<file path="config.mk">
export PLATFORM = sky130hd
export DESIGN_NAME = auth_handshake_ctrl
export DESIGN_NICKNAME = d
export VERILOG_FILES = /design/src/rtl/auth_pkg.sv /design/src/rtl/nonce_lfsr.sv /design/src/rtl/auth_handshake_ctrl.sv
export SDC_FILE = /design/constraint.sdc
export NUM_CORES = 1
export LEC_CHECK = 0
export BUFFER_PORTS_ARGS = -buffer_cell sky130_fd_sc_hd__buf_2
export CORE_UTILIZATION = 25
export CTS_CLUSTER_DIAMETER = 120
export DETAILED_ROUTE_END_ITERATION = 8
export SYNTH_ARGS = -nofsm -noshare
export SYNTH_HDL_FRONTEND = slang
export SYNTH_SLANG_ARGS = --single-unit
</file>
<file path="constraint.sdc">
create_clock -name clk -period 2.5 [get_ports clk]
set_input_delay 0.5 -clock clk [delete_from_list [all_inputs] [get_ports clk]]
set_output_delay 0.5 -clock clk [all_outputs]
set_load 0.1 [all_outputs]
</file>
<file path="src/rtl/auth_pkg.sv">
// rtl/auth_pkg.sv - shared types and constants for the key-confirmation handshake
package auth_pkg;

    localparam int W = 64;

    typedef enum logic [2:0] {
        ST_IDLE      = 3'd0,
        ST_GEN       = 3'd1,
        ST_SEND      = 3'd2,
        ST_WAIT_RESP = 3'd3,
        ST_CHECK     = 3'd4,
        ST_EVAL      = 3'd5,
        ST_PASS      = 3'd6,
        ST_FAIL      = 3'd7
    } state_t;

    localparam logic [1:0] FAIL_NONE     = 2'd0;
    localparam logic [1:0] FAIL_TIMEOUT  = 2'd1;
    localparam logic [1:0] FAIL_MISMATCH = 2'd2;
    localparam logic [1:0] FAIL_ABORT    = 2'd3;

    // Fibonacci taps 64,63,61,60 expressed as bit positions 63,62,60,59
    localparam logic [W-1:0] LFSR_TAPS = 64'hD800_0000_0000_0000;

    function automatic logic [W-1:0] lfsr_next(input logic [W-1:0] q);
        return {q[W-2:0], ^(q & LFSR_TAPS)};
    endfunction

endpackage

</file>
<file path="src/rtl/nonce_lfsr.sv">
// rtl/nonce_lfsr.sv - 64-bit nonce LFSR that advances only when stepped
module nonce_lfsr
    import auth_pkg::*;
#(
    parameter logic [W-1:0] SEED = 64'h0000_0000_0000_0001
) (
    input  logic         clk,
    input  logic         rst,
    input  logic         step_i,
    output logic [W-1:0] q_o
);

    // An all-zero state would lock the register, so a zero seed becomes 1
    localparam logic [W-1:0] INIT = (SEED == '0) ? {{(W-1){1'b0}}, 1'b1} : SEED;

    always_ff @(posedge clk or negedge rst) begin
        if (!rst) begin
            q_o <= INIT;
        end else if (step_i) begin
            q_o <= lfsr_next(q_o);
        end
    end

endmodule

</file>
<file path="src/rtl/auth_handshake_ctrl.sv">
// rtl/auth_handshake_ctrl.sv - challenge/response key confirmation with timeout and retry
module auth_handshake_ctrl
    import auth_pkg::*;
#(
    parameter int           TIMEOUT_CYC = 1024,
    parameter int           MAX_TRY     = 3,
    parameter logic [63:0]  LFSR_SEED   = 64'h0000_0000_0000_0001
) (
    input  logic         clk,
    input  logic         rst,
    input  logic         key_done_i,
    input  logic [W-1:0] k_i,
    input  logic         start_i,
    output logic         chal_valid_o,
    input  logic         chal_ready_i,
    output logic [W-1:0] chal_o,
    input  logic         resp_valid_i,
    input  logic [W-1:0] resp_i,
    output logic         chk_done_o,
    output logic [W-1:0] chk_r1_o,
    output logic [W-1:0] chk_c2_o,
    input  logic         chk_true_i,
    output logic         busy_o,
    output logic         auth_ok_o,
    output logic         auth_fail_o,
    output logic [1:0]   fail_code_o,
    output logic [1:0]   try_cnt_o
);

    localparam int            TW      = $clog2(TIMEOUT_CYC);
    localparam logic [TW-1:0] T_LAST  = TW'(TIMEOUT_CYC - 1);
    localparam logic [1:0]    TRY_MAX = 2'(MAX_TRY);

    state_t         state;
    logic [TW-1:0]  timer;
    logic [W-1:0]   r1;
    logic [W-1:0]   c2;
    logic [W-1:0]   lfsr_q;
    logic           lfsr_step;

    assign lfsr_step = (state == ST_GEN);

    nonce_lfsr #(.SEED(LFSR_SEED)) u_nonce_lfsr (
        .clk    (clk),
        .rst    (rst),
        .step_i (lfsr_step),
        .q_o    (lfsr_q)
    );

    // Challenge is gated so the link sees zero whenever no challenge is offered
    assign chal_o   = chal_valid_o ? (r1 ^ k_i) : '0;
    assign chk_r1_o = r1;
    assign chk_c2_o = c2;

    always_ff @(posedge clk or negedge rst) begin
        if (!rst) begin
            state        <= ST_IDLE;
            timer        <= '0;
            r1           <= '0;
            c2           <= '0;
            chal_valid_o <= 1'b0;
            chk_done_o   <= 1'b0;
            busy_o       <= 1'b0;
            auth_ok_o    <= 1'b0;
            auth_fail_o  <= 1'b0;
            fail_code_o  <= FAIL_NONE;
            try_cnt_o    <= 2'd0;
        end else begin
            chk_done_o <= 1'b0;
            if (busy_o && !key_done_i) begin
                state        <= ST_FAIL;
                chal_valid_o <= 1'b0;
                busy_o       <= 1'b0;
                auth_fail_o  <= 1'b1;
                fail_code_o  <= FAIL_ABORT;
            end else begin
                case (state)
                    ST_IDLE, ST_PASS, ST_FAIL: begin
                        if (start_i && key_done_i) begin
                            state       <= ST_GEN;
                            busy_o      <= 1'b1;
                            try_cnt_o   <= 2'd0;
                            timer       <= '0;
                            auth_ok_o   <= 1'b0;
                            auth_fail_o <= 1'b0;
                            fail_code_o <= FAIL_NONE;
                        end
                    end
                    ST_GEN: begin
                        r1           <= lfsr_next(lfsr_q);
                        try_cnt_o    <= try_cnt_o + 2'd1;
                        chal_valid_o <= 1'b1;
                        state        <= ST_SEND;
                    end
                    ST_SEND: begin
                        if (chal_ready_i) begin
                            chal_valid_o <= 1'b0;
                            timer        <= '0;
                            state        <= ST_WAIT_RESP;
                        end
                    end
                    ST_WAIT_RESP: begin
                        // A response on the final timer cycle still counts
                        if (resp_valid_i) begin
                            c2         <= resp_i;
                            chk_done_o <= 1'b1;
                            state      <= ST_CHECK;
                        end else if (timer == T_LAST) begin
                            if (try_cnt_o < TRY_MAX) begin
                                state <= ST_GEN;
                            end else begin
                                state       <= ST_FAIL;
                                busy_o      <= 1'b0;
                                auth_fail_o <= 1'b1;
                                fail_code_o <= FAIL_TIMEOUT;
                            end
                        end else begin
                            timer <= timer + 1'b1;
                        end
                    end
                    ST_CHECK: begin
                        state <= ST_EVAL;
                    end
                    ST_EVAL: begin
                        if (chk_true_i) begin
                            state     <= ST_PASS;
                            busy_o    <= 1'b0;
                            auth_ok_o <= 1'b1;
                        end else if (try_cnt_o < TRY_MAX) begin
                            state <= ST_GEN;
                        end else begin
                            state       <= ST_FAIL;
                            busy_o      <= 1'b0;
                            auth_fail_o <= 1'b1;
                            fail_code_o <= FAIL_MISMATCH;
                        end
                    end
                endcase
            end
        end
    end

endmodule

</file>
==> results.md <==
- Netlist cell types: 56
- Largest net degree at the start of global routing: 75
- Slowest CP cell: dfrtp_1
- Post-CTS setup repair buffer count: 0
- Share of layout cells above drive strength 1: 0.462
- Synth Area in Adders: 0.00388
- Mapped Cells: 853
- First-pass GRT wire length: 37200 um
- Placed instance count: around 1700
- Largest family of logic cells by synthesized area: simple AND/OR/NAND/NOR gates
- N_diodes: 0
- Post-synthesis mux area share: 0.149
- Yosys warning count: 0
- EDFF count, synth: 0
- Worst Path Arrival: 1850 ps
- Worst Hold Class: in -> reg
- Final Net Count: about 1300
- CP startpoint kind: register
- Total wire length: ~23000 um
- CP top delay family: flip-flops
- CTS sink cnt: 214
- Die Wd: 199 um
- # H-tree levels: 1
- CTS tree: done
- Asr flop ratio synth: 1.00
- Post-synth top area share: 0.550
- Iter 0 DRT Violations: 199
- Final hold vios: 0
- Worst skew pair latency: ~520 ps
- Worst setup margin: 150 ps
- PortBufs: 335
- Worst Setup End Kind: primary output
- Worst Path Required: 2000 ps
- Initial Util: 0.255
- Number of buffers created by CTS: 25
- Cell with the most instances after synthesis: dfrtp_1
- Clock-pin slew of the registers on the worst-case setup and hold paths: 60 ps
- # setup viols final: 0
- Synthesized Nets: 991
- Post-place setup slack: 320 ps
- Total track usage: 0.117
- Slew Limit Fails: 0
- Synth Area in Compound Gates: 0.0438
- Worst path max stage delay: ~440 ps
- Setup_tns: 0 ps
- Gpl congestion: between 0.8 and 0.9
- Fin cells: approximately 1700
- Buf/Inv on CP: 1
- Worst path cell trace: xor2_1 -> and2_2 -> buf_2
- Antenna violations before repair: 0
- Fillers: 3869
- Xor and xnor fraction of the mapped netlist area: 0.0615
- I/O Pins: approximately 340
- Synth Register Bits: 214
- Worst Clk Skew: 8.90 ps
- Area Overhead vs Synth: 33.1%
- Post-DP HPWL: between 15000 and 20000 um
- Max clock buf depth: 3
- Max cap viols: 0
- Critical path class: reg -> out
- Vias per cell: 4.21
- RSZ-0062 raised after global routing: false
- CTS root buf: clkbuf_16
- Part of the cycle the worst path needs: 0.940
- DRT Pass-1 Iters: 4
- ANT nets after route: 0
- Part of the Yosys area used for sequential elements: 0.553
- Top Usage Layer GRT: met2
- Synth top area cells: dfrtp_1, mux2_2, nand2_1
- Crit path time final: ~2400 ps
- Critical path origin: chk_r1_o[37]
- Worst Tran Pin Value: 647 ps
- Syn_area_per_cell: 11.4 um2
- Relative slew slack: 0.568
- Hold path startpoint: resp_i[33]
- DRC viols: 0
- Num rows: 71
- Wirelength per Cell: 13.6 um
- FMAX: 425 MHz
- Vias in the first global route: just over 7000
- Status: finished, final reports clean
- Crit-path max FO: 3
- GR Layer Usage met2: 0.190
- Synth Area in Simple Gates: 0.158
- DR vias: 7236
- Synth cell count leaders: dfrtp_1, nand2_1, mux2_2
- Leading area contributor after synthesis: dfrtp_1
- Die area: 39500 um2
- Met3 Use GR: 0.0292
- Cell Area, Synth: 9690 um2
- Met1 global-route usage: 0.153
- Global route overflow: 0
- Worst R2R Start: state[2]
- Die H: 199 um
- Core area: 37900 um2
- Top_reg_cell synth: dfrtp_1
## worst register-to-register path, delay by kind of cell (launching register included)
family	cells	cell delay (ps)
AOI/OAI and AO/OA	3	480
adders and majority gates	1	240
buffers and inverters	2	440
DFF	1	700
and+or+nand+nor	2	210
## per-layer routing
layer,vias to the layer above,part of all wire
met5,-,0
met4,0,0.024
met3,32,0.069
met2,253,0.46
met1,3466,0.44
li1,3485,-
## flip-flops by register name (all words and copies together), names as in the netlist, 2 cells and up
name,count
chk_c2_o,64
chk_r1_o,64
fail_code_o,2
state,3
timer,10
try_cnt_o,2
u_nonce_lfsr.q_o,64
## worst paths after layout
path | end | slack (ps) | depth (start not counted)
max reg2reg | timer[9] | 290 | 8
min | chk_c2_o[33] | 160 | 3
max in group asynchronous | chk_c2_o[15] | 1280 | 3
min reg2reg | chk_c2_o[38] | 470 | 2
max | chal_o[37] | 150 | 3
min in group asynchronous | chk_c2_o[56] | 490 | 2
## cells by family (layout without fill, tap and decap cells)
kind of cell,Yosys count,count (layout)
flops,214,214
xor+xnor,68,68
fa+ha+maj,3,3
buf+inv,55,408
mux,128,128
compound gates,57,57
simple gates,328,328
## final cells by class
cell class | instances | area (um2) | share of cell area
Clock inverter | 13 | 178 | 0.0138
Clock buffer | 32 | 702 | 0.0544
Sequential cell | 214 | 5360 | 0.415
Tap cell | 511 | 639 | 0.0496
Multi-Input combinational cell | 584 | 4090 | 0.317
Timing Repair Buffer | 353 | 1890 | 0.147
Inverter | 10 | 37.5 | 0.00291
## layout by cell type (no fill, tap or decap), types with 2 or more instances in the layout
cell type | netlist | final
o211ai_1 | 3 | 3
inv_1 | 9 | 8
nand3_1 | 11 | 10
inv_6 | 0 | 2
nand2b_1 | 5 | 5
a21oi_1 | 14 | 14
buf_4 | 6 | 12
mux2_1 | 26 | 26
clkbuf_1 | 15 | 2
nand4_1 | 3 | 3
and2_1 | 65 | 21
and2_2 | 0 | 44
xor2_1 | 65 | 65
clkbuf_16 | 0 | 25
o21a_1 | 2 | 2
ha_1 | 3 | 3
or3_1 | 6 | 6
nor2_1 | 17 | 17
clkinv_2 | 0 | 5
mux2_2 | 100 | 100
xnor2_1 | 3 | 3
nor3_1 | 6 | 5
a31oi_1 | 3 | 3
nand2_1 | 203 | 203
inv_2 | 1 | 2
or2_1 | 2 | 2
dfrtp_1 | 213 | 212
o31ai_1 | 4 | 4
and3b_1 | 2 | 2
bufinv_16 | 0 | 4
o21ai_1 | 4 | 4
buf_12 | 0 | 5
o21ai_0 | 12 | 12
clkbuf_8 | 0 | 5
clkinvlp_4 | 0 | 2
buf_2 | 16 | 333
## stage by stage
step                       util  instance area [um2]  hold slack, ps
after CTS                 0.340                12900             135
after floorplan               -                 9740             204
after global routing      0.340                12900             146
after global placement    0.316                12000             449
final                     0.340                12900             162
after detailed placement  0.316                12000             455
## repair_timing
item,CTS,global route
resized for setup,0,1
endpoints found under the hold margin,47,0
setup endpoints to repair,0,1
hold buffers,1,0
Power is not shown: default switching activity piles up to over one toggle a cycle in this logic, so the estimate is an artifact.
